`config.mk`:
```
export PLATFORM = sky130hd
export DESIGN_NAME = sa_feed_ctrl_flat
export DESIGN_NICKNAME = d
export VERILOG_FILES = /design/src/rtl/sa_feed_ctrl_if.sv /design/src/rtl/sa_feed_ctrl.sv /design/src/flat_wrapper.sv
export SDC_FILE = /design/constraint.sdc
export NUM_CORES = 1
export LEC_CHECK = 0
export ABC_AREA = 1
export CELL_PAD_IN_SITES_DETAIL_PLACEMENT = 1
export CELL_PAD_IN_SITES_GLOBAL_PLACEMENT = 2
export CORE_ASPECT_RATIO = 1.4
export CORE_MARGIN = 2
export CORE_UTILIZATION = 18
export CTS_CLUSTER_DIAMETER = 100
export DETAILED_ROUTE_END_ITERATION = 6
export PLACE_DENSITY_LB_ADDON = 0.1
export SYNTH_ARGS = -nofsm -noshare
export SYNTH_HDL_FRONTEND = slang
export SYNTH_SLANG_ARGS = --single-unit
```
`constraint.sdc`:
```
create_clock -name clk_i -period 1.75 [get_ports clk_i]
set_input_delay 0.35 -clock clk_i [delete_from_list [all_inputs] [get_ports clk_i]]
set_output_delay 0.35 -clock clk_i [all_outputs]
set_load 0.02 [all_outputs]
```
`src/rtl/sa_feed_ctrl_if.sv`:
```
// Job/feed bundle between the job source and the systolic feed controller.
// Slave side is the controller; master side issues jobs and consumes feeds.
interface sa_feed_ctrl_if #(
  parameter int ROWS = 4,
  parameter int COLS = 4,
  parameter int KW   = 4,
  parameter int LW   = 5
);
  logic                 start_i;
  logic [LW-1:0]        k_len_i;
  logic                 start_ready_o;
  logic [ROWS-1:0]      a_valid_o;
  logic [ROWS-1:0]      a_last_o;
  logic [ROWS*KW-1:0]   a_addr_o;
  logic [COLS-1:0]      b_valid_o;
  logic [COLS-1:0]      b_last_o;
  logic [COLS*KW-1:0]   b_addr_o;
  logic                 done_o;
  logic                 busy_o;
  logic                 err_o;
  logic [31:0]          perf_busy_cycles_o;
  logic [31:0]          perf_jobs_o;

  modport master (
    output start_i, k_len_i,
    input  start_ready_o,
    input  a_valid_o, a_last_o, a_addr_o,
    input  b_valid_o, b_last_o, b_addr_o,
    input  done_o, busy_o, err_o,
    input  perf_busy_cycles_o, perf_jobs_o
  );

  modport slave (
    input  start_i, k_len_i,
    output start_ready_o,
    output a_valid_o, a_last_o, a_addr_o,
    output b_valid_o, b_last_o, b_addr_o,
    output done_o, busy_o, err_o,
    output perf_busy_cycles_o, perf_jobs_o
  );
endinterface

```
`src/rtl/sa_feed_ctrl.sv`:
```
// Skewed A/B feed sequencer for an output-stationary systolic MAC array.
// Optional perf counters are built only when SA_CTRL_PERF_EN is defined.
module sa_feed_ctrl #(
  parameter int ROWS  = 4,
  parameter int COLS  = 4,
  parameter int K_MAX = 16,
  parameter int KW    = $clog2(K_MAX),
  parameter int LW    = $clog2(K_MAX + 1)
) (
  input  logic          clk_i,
  input  logic          rst_i,
  sa_feed_ctrl_if.slave bus
);

  localparam int MAXRC = (ROWS > COLS) ? ROWS : COLS;
  localparam int DV    = (MAXRC > 1) ? MAXRC - 1 : 1;
  localparam int N     = ROWS + COLS - 1;

  typedef enum logic {
    IDLE,
    FEED
  } state_t;

  state_t        state;
  state_t        state_n;
  logic [KW-1:0] kq;
  logic [KW-1:0] kq_n;
  logic [LW-1:0] klen;
  logic [LW-1:0] klen_n;
  logic          err_q;
  logic          err_n;

  logic [LW-1:0] k_sat;
  logic          last_k;
  logic          ready;
  logic          accept;
  logic          s_valid;
  logic          s_last;
  logic [KW-1:0] s_addr;

  logic [DV-1:0]         vpipe;
  logic [DV-1:0][KW-1:0] apipe;
  logic [N-1:0]          lpipe;
  logic [DV:0]           tv;
  logic [DV:0][KW-1:0]   ta;
  logic [N:0]            tl;

  logic                  busy;
  logic                  done;
  logic [ROWS-1:0]       a_valid;
  logic [ROWS-1:0]       a_last;
  logic [ROWS*KW-1:0]    a_addr;
  logic [COLS-1:0]       b_valid;
  logic [COLS-1:0]       b_last;
  logic [COLS*KW-1:0]    b_addr;

  always_ff @(posedge clk_i or posedge rst_i) begin
    if (rst_i) begin
      state <= IDLE;
      kq    <= '0;
      klen  <= '0;
      err_q <= 1'b0;
    end else begin
      state <= state_n;
      kq    <= kq_n;
      klen  <= klen_n;
      err_q <= err_n;
    end
  end

  always_comb begin
    state_n = state;
    kq_n    = kq;
    klen_n  = klen;
    err_n   = 1'b0;
    k_sat   = bus.k_len_i;
    if (bus.k_len_i > LW'(K_MAX))
      k_sat = LW'(K_MAX);
    last_k  = (LW'(kq) == klen - LW'(1));
    s_valid = (state == FEED);
    s_last  = s_valid && last_k;
    s_addr  = s_valid ? kq : '0;
    ready   = (state == IDLE) || s_last;
    accept  = bus.start_i && ready;
    if (state == FEED) begin
      kq_n = kq + KW'(1);
      if (last_k) begin
        state_n = IDLE;
        kq_n    = '0;
      end
    end
    // Last feed cycle can hand over straight to the next job.
    if (accept) begin
      if (k_sat == '0) begin
        err_n = 1'b1;
      end else begin
        state_n = FEED;
        kq_n    = '0;
        klen_n  = k_sat;
      end
    end
  end

  assign tv = {vpipe, s_valid};
  assign ta = {apipe, s_addr};
  assign tl = {lpipe, s_last};

  always_ff @(posedge clk_i or posedge rst_i) begin
    if (rst_i) begin
      vpipe <= '0;
      apipe <= '0;
      lpipe <= '0;
    end else begin
      vpipe <= tv[DV-1:0];
      apipe <= ta[DV-1:0];
      lpipe <= tl[N-1:0];
    end
  end

  assign done = lpipe[N-1];
  assign busy = (state == FEED) || (|vpipe) || (|lpipe);

  // Tap r of the shared line is the lane-0 stream delayed r cycles.
  always_comb begin
    a_valid = '0;
    a_last  = '0;
    a_addr  = '0;
    b_valid = '0;
    b_last  = '0;
    b_addr  = '0;
    for (int r = 0; r < ROWS; r++) begin
      a_valid[r]         = tv[r];
      a_last[r]          = tl[r];
      a_addr[r*KW +: KW] = ta[r];
    end
    for (int c = 0; c < COLS; c++) begin
      b_valid[c]         = tv[c];
      b_last[c]          = tl[c];
      b_addr[c*KW +: KW] = ta[c];
    end
  end

  assign bus.start_ready_o = ready;
  assign bus.a_valid_o     = a_valid;
  assign bus.a_last_o      = a_last;
  assign bus.a_addr_o      = a_addr;
  assign bus.b_valid_o     = b_valid;
  assign bus.b_last_o      = b_last;
  assign bus.b_addr_o      = b_addr;
  assign bus.done_o        = done;
  assign bus.busy_o        = busy;
  assign bus.err_o         = err_q;

`ifdef SA_CTRL_PERF_EN
  logic [31:0] pbusy;
  logic [31:0] pjobs;

  always_ff @(posedge clk_i or posedge rst_i) begin
    if (rst_i) begin
      pbusy <= '0;
      pjobs <= '0;
    end else begin
      if (busy && (pbusy != '1))
        pbusy <= pbusy + 32'd1;
      if (done && (pjobs != '1))
        pjobs <= pjobs + 32'd1;
    end
  end

  assign bus.perf_busy_cycles_o = pbusy;
  assign bus.perf_jobs_o        = pjobs;
`else
  assign bus.perf_busy_cycles_o = '0;
  assign bus.perf_jobs_o        = '0;
`endif

endmodule
```
`src/flat_wrapper.sv`:
```
// flat-port wrapper written by rule: the top's interface ports become plain ports
module sa_feed_ctrl_flat 
#(
  parameter int ROWS  = 4,
  parameter int COLS  = 4,
  parameter int K_MAX = 16,
  parameter int KW    = $clog2(K_MAX),
  parameter int LW    = $clog2(K_MAX + 1)
)
  (clk_i, rst_i, bus_start_i, bus_k_len_i, bus_start_ready_o, bus_a_valid_o, bus_a_last_o, bus_a_addr_o, bus_b_valid_o, bus_b_last_o, bus_b_addr_o, bus_done_o, bus_busy_o, bus_err_o, bus_perf_busy_cycles_o, bus_perf_jobs_o);
  sa_feed_ctrl_if #(.ROWS(ROWS), .COLS(COLS), .KW(KW), .LW(LW)) bus_i ();
  input  logic clk_i;
  input  logic rst_i;
  input wire logic [$bits(bus_i.start_i)-1:0] bus_start_i;
  input wire logic [$bits(bus_i.k_len_i)-1:0] bus_k_len_i;
  output wire logic [$bits(bus_i.start_ready_o)-1:0] bus_start_ready_o;
  output wire logic [$bits(bus_i.a_valid_o)-1:0] bus_a_valid_o;
  output wire logic [$bits(bus_i.a_last_o)-1:0] bus_a_last_o;
  output wire logic [$bits(bus_i.a_addr_o)-1:0] bus_a_addr_o;
  output wire logic [$bits(bus_i.b_valid_o)-1:0] bus_b_valid_o;
  output wire logic [$bits(bus_i.b_last_o)-1:0] bus_b_last_o;
  output wire logic [$bits(bus_i.b_addr_o)-1:0] bus_b_addr_o;
  output wire logic [$bits(bus_i.done_o)-1:0] bus_done_o;
  output wire logic [$bits(bus_i.busy_o)-1:0] bus_busy_o;
  output wire logic [$bits(bus_i.err_o)-1:0] bus_err_o;
  output wire logic [$bits(bus_i.perf_busy_cycles_o)-1:0] bus_perf_busy_cycles_o;
  output wire logic [$bits(bus_i.perf_jobs_o)-1:0] bus_perf_jobs_o;
  assign bus_i.start_i = bus_start_i;
  assign bus_i.k_len_i = bus_k_len_i;
  assign bus_start_ready_o = bus_i.start_ready_o;
  assign bus_a_valid_o = bus_i.a_valid_o;
  assign bus_a_last_o = bus_i.a_last_o;
  assign bus_a_addr_o = bus_i.a_addr_o;
  assign bus_b_valid_o = bus_i.b_valid_o;
  assign bus_b_last_o = bus_i.b_last_o;
  assign bus_b_addr_o = bus_i.b_addr_o;
  assign bus_done_o = bus_i.done_o;
  assign bus_busy_o = bus_i.busy_o;
  assign bus_err_o = bus_i.err_o;
  assign bus_perf_busy_cycles_o = bus_i.perf_busy_cycles_o;
  assign bus_perf_jobs_o = bus_i.perf_jobs_o;
  sa_feed_ctrl #(.ROWS(ROWS), .COLS(COLS), .K_MAX(K_MAX), .KW(KW), .LW(LW)) u_core (.clk_i(clk_i), .rst_i(rst_i), .bus(bus_i));
endmodule
```
# --- Word level (Yosys, flattened, before mapping) ---
# Index checks and enable logic that the tools add are counted.
totals:
  regBits: 33
  latch_bits: 0
  ramBits: 0
  rom_bits: 0
  out_inout_bits: 116
  word_cells: 36
  memories: 0
classes:
  addsub: 2
  multipliers: 0
  div: 0
  magnitude_cmp: 1
  n_eq_ne: 1
  n_shift: 0
  n_mux: 12
  bitwise: 2
  n_reduce_logical: 9
op_table:
  columns: ["cell", "count"]
  rows:
  - ["two-way mux 4 bit", 5]
  - ["OR reduction 7 bit", 1]
  - ["two-way mux 1 bit", 6]
  - ["equality test 4 x 5 -> 1 bit", 1]
  - ["greater-than comparator 5 bit, second input constant", 1]
  - ["zero test 5 bit", 1]
  - ["two-way mux 5 bit", 1]
  - ["subtractor 5 x 1 -> 5 bit, second input constant", 1]
  - ["adder 4 x 1 -> 4 bit, second input constant", 1]
  - ["logical OR 1 bit", 3]
  - ["OR reduction 3 bit", 1]
  - ["logical AND 1 bit", 2]
  - ["inverter 1 bit", 2]
  - ["AND reduction 2 bit", 1]

# --- Logic depth before layout (Yosys ltp) ---
depth:
  word_depth: 6
  mapped_depth: 12

# --- Worst setup path after synthesis ---
# OpenSTA, ideal clock, no wires.
synth_timing:
  path_kind: "register to output"
  from: "register u_core.klen[0]"
  to: "output port bus_a_last_o[0]"
  arrival_time_ns: 1.437
  required_time_ns: 1.400
  slack_ns: -0.037
  stages_incl_launch_ff: 11
  n_path_buf: 1
  cell_sequence: "dfrtp_1 > inv_1 > ha_1 > nand2_1 > inv_1 > nor2_1 > nand3_1 > nor2_1 > nand3_1 > inv_1 > buf_4"
synth_between:
  elab_chain_len: 3
synth_rtl:
  columns: ["item", "line_no", "rtl"]
  rows:
  - ["start, declared", "sa_feed_ctrl.sv:28", "logic [LW-1:0] klen;"]
  - ["start signal, assigned", "sa_feed_ctrl.sv:66", "klen <= klen_n;"]
  - ["subtractor 5 x 1 -> 5 bit", "sa_feed_ctrl.sv:79", "last_k = (LW'(kq) == klen - LW'(1));"]
  - ["equality test 4 x 5 -> 1 bit", "sa_feed_ctrl.sv:79", null]
  - ["logical AND 1 bit", "sa_feed_ctrl.sv:81", "s_last = s_valid && last_k;"]
  - ["end, declared", "flat_wrapper.sv:18", "output wire logic [$bits(bus_i.a_last_o)-1:0] bus_a_last_o;"]
# Every way passes these cells.

# --- Worst setup path in the final report ---
layout_timing:
  from: "register u_core.klen[0]"
  to: "output port bus_b_last_o[0]"
layout_between:
  elab_chain_len: 3
layout_rtl:
  columns: ["item", "line_no", "rtl"]
  rows:
  - ["subtractor 5 x 1 -> 5 bit", "sa_feed_ctrl.sv:79", null]
  - ["equality test 4 x 5 -> 1 bit", "sa_feed_ctrl.sv:79", null]
  - ["logical AND 1 bit", "sa_feed_ctrl.sv:81", null]
  - ["end, declared", "flat_wrapper.sv:21", "output wire logic [$bits(bus_i.b_last_o)-1:0] bus_b_last_o;"]
# Every way passes these cells.

==> flow_summary.toml <==
[status]
status = "finished with violations"
failed_checks = "setup timing"

[clock_network]
cts.clk_slew.worst_paths_ns = 0.06
cts_root_buf = "clkbuf_16"
cts.sinks = 33
clk_latency_ns = 0.28
h-tree-depth = 2
numCtsBuffers = 5
tritoncts = "yes"
cts_buffer_depth = 2
postCtsHoldBufs = 0

[sta]
drv_slew = 0
setup_tns_ns = -1.07
rsz0062_at_grt = "true"
finalSetupViolCount = 13
fin_ws_ns = -0.215
fmax_mhz = 509
hold_ws_ns = 0.382
period_minus_slack_ns = 1.97
hold_viol = 0
fin_crit_sh_pct = 112
fin_skew_ns = 0.00695

[yosys]
synth_top_area_cell = "dfrtp_1"
synth_area_leaders = "dfrtp_1 40%, buf_4 34%, nand2_1 8.4%"
yosys_register_bits = 33
synth.most_common_cell = "buf_4"
synth_top_area_share_pct = 40.2
syn_area_mm2 = 0.00205
synth_flop_cell = "dfrtp_1"
yosysSeqAreaShare_pct = 40.2
synth-edff-count = 0
synthTopCellsByCount = "93 x buf_4, 46 x nand2_1, 33 x dfrtp_1"
synth_cells = 240
yosysUniqueCellTypes = 20
synth_area_per_cell_um2 = 8.55
synth_warnings = 0
async_flop_share_pct = 100

[setup_path]
critical_path.max_fanout = 3
crit_path_end_kind = "primary output"
worst_path_max_delay_cell = "dfrtp_1"
critPathBufInv = 4
rr_startpoint = "u_core.klen[0]$_DFFE_PP0P_"
cp_common_cell = "inv_2"
critPathMaxStageDelay_ns = 0.39
crit_required_ns = 1.40
path_cells = "inv_2 > ha_4 > nand2_2 > inv_2 > nor2_2 > nand3_2 > nor2_4 > nand3_2 > inv_2 > buf_6"
critPathLaunchType = "register"
arrival_ns = 1.62
rrSetupSlack_ns = -0.06
timing.critical_path.from = "u_core.klen[0]$_DFFE_PP0P_"
worstSetupPathType = "register to primary output"
path_delay_family = "simple AND/OR/NAND/NOR gates"

[placed_design]
gp_congestion = 0.720
dp_cells = 435
port_buffers = 59
dp_hpwl_mm = 3.87
placed_cell_area_mm2 = 0.00254
pre_cts_ws_ns = -0.511

[detailed_routing]
wirelength_mm = 4.90
dr.pass1.iters = 4
drt_iter0_markers = 16
wl_per_cell_um = 10.9
via_per_inst = 3.22
vias = 1441
ant_nets = 0
route.detailed.drc = 0

[pwr]
p_leak_nw = 1.53
power_density_mw_per_mm2 = 691
p_total_mw = 1.97
peakVddDrop_uv = 288

[floorplanning]
dieWidth_um = 94.2
initial_core_util_pct = 18.3
io_pins = 124
core_area_mm2 = 0.0112
die_height_um = 130
core.rowCount = 46
die-area_mm2 = 0.0123

[global_routing]
antenna_found_initial = 0
grt_max_degree = 34
grtUsageTotal_pct = 8.36
use_met1_pct = 8.43
grt_pass1_vias = 1525
grt-ovfl-total = 0
grt_use_met3_pct = 2.08
use_met2_pct = 16.1
grt_pass1_wl_mm = 7.80
grt.busiest_layer = "met2"

[min_path]
min_path_type = "register to register"
min_from = "u_core.lpipe[4]$_DFF_PP0_"

[cells_and_area]
nets = 313
post-route-util_pct = 25.4
num-fill-cells = 1336
diodes = 0
area_growth_pct = 38.9
fin_cells = 448
design_area_mm2 = 0.00285
drive_gt1_share_pct = 24.3

[flow_run]
maxCapViolCount = 0
-- final timing paths --
path                       depth (start not counted)                         to
min reg2reg                                        0  u_core.lpipe[5]$_DFF_PP0_
max reg2reg                                       14     u_core.kq[1]$_DFF_PP0_
max                                               10            bus_b_last_o[0]
min in group asynchronous                          3  u_core.lpipe[2]$_DFF_PP0_
max in group asynchronous                          3   u_core.s_valid$_DFF_PP0_
min                                                0  u_core.lpipe[5]$_DFF_PP0_
-- cells by family after synthesis --
family | Yosys count | synth area share [%]
flip-flops | 33 | 40.2
AND/OR/NAND/NOR | 79 | 17.4
adder cells (fa/ha/maj) | 2 | 1.22
other | 1 | 0.183
XOR/XNOR | 2 | 0.854
buffers and inverters | 122 | 39.9
AO/OA/AOI/OAI | 1 | 0.244
-- cells in the final DEF (no fill, tap or decap), drive strengths merged --
cell and instances:
nand4 5, dlygate4sd2 7, dlymetal6s2s 4, nor3 1, clkdlybuf4s50 38, inv 27
buf 34, clkbuf 7, nand3 11, nand2 48, nor2 12, a21oi 1
bufinv 1, nand3b 1, nor4 2, conb 64, dfrtp 33, ha 2
xor2 2, clkdlybuf4s15 4
-- report_power, final --
part / switching, mW / internal [mW]
Sequential: 0 / 0.764
Clock: 0.317 / 0.711
Combinational: 0.152 / 0.0243
Total: 0.470 / 1.50
-- state kept, by name, indices dropped and copies added (netlist names) --
signal               flops
u_core.kq                4
u_core.bus.err_o         1
u_core.lpipe             7
u_core.klen              5
u_core.bus.a_addr_o     12
u_core.s_valid           1
u_core.vpipe             3
-- area by class of cell --
| cell class | instances | area (µm²) | share of cell area, % |
|---|---|---|---|
| clock buffers | 7 | 143 | 5.00 |
| clock inverters | 1 | 30.0 | 1.05 |
| inverters | 27 | 101 | 3.56 |
| multi-input cells | 149 | 746 | 26.2 |
| flip-flops and latches | 33 | 827 | 29.0 |
| well taps | 144 | 180 | 6.32 |
| repair buffers | 87 | 823 | 28.9 |
-- timing repair --
action                                  CTS  global route
setup buffers                             3             2
cloned                                    1             0
endpoints found under the setup margin   24            24
pin swaps                                 5             6
gates resized for setup                  59            24
-- per-layer routing --
metal  part of all wire [%]  routed length (µm)
met1                     34                1670
met2                     56                2750
met3                    8.4                 412
met4                    1.3                  65
met5                      0                   0
(Power assumes the default switching activity.)
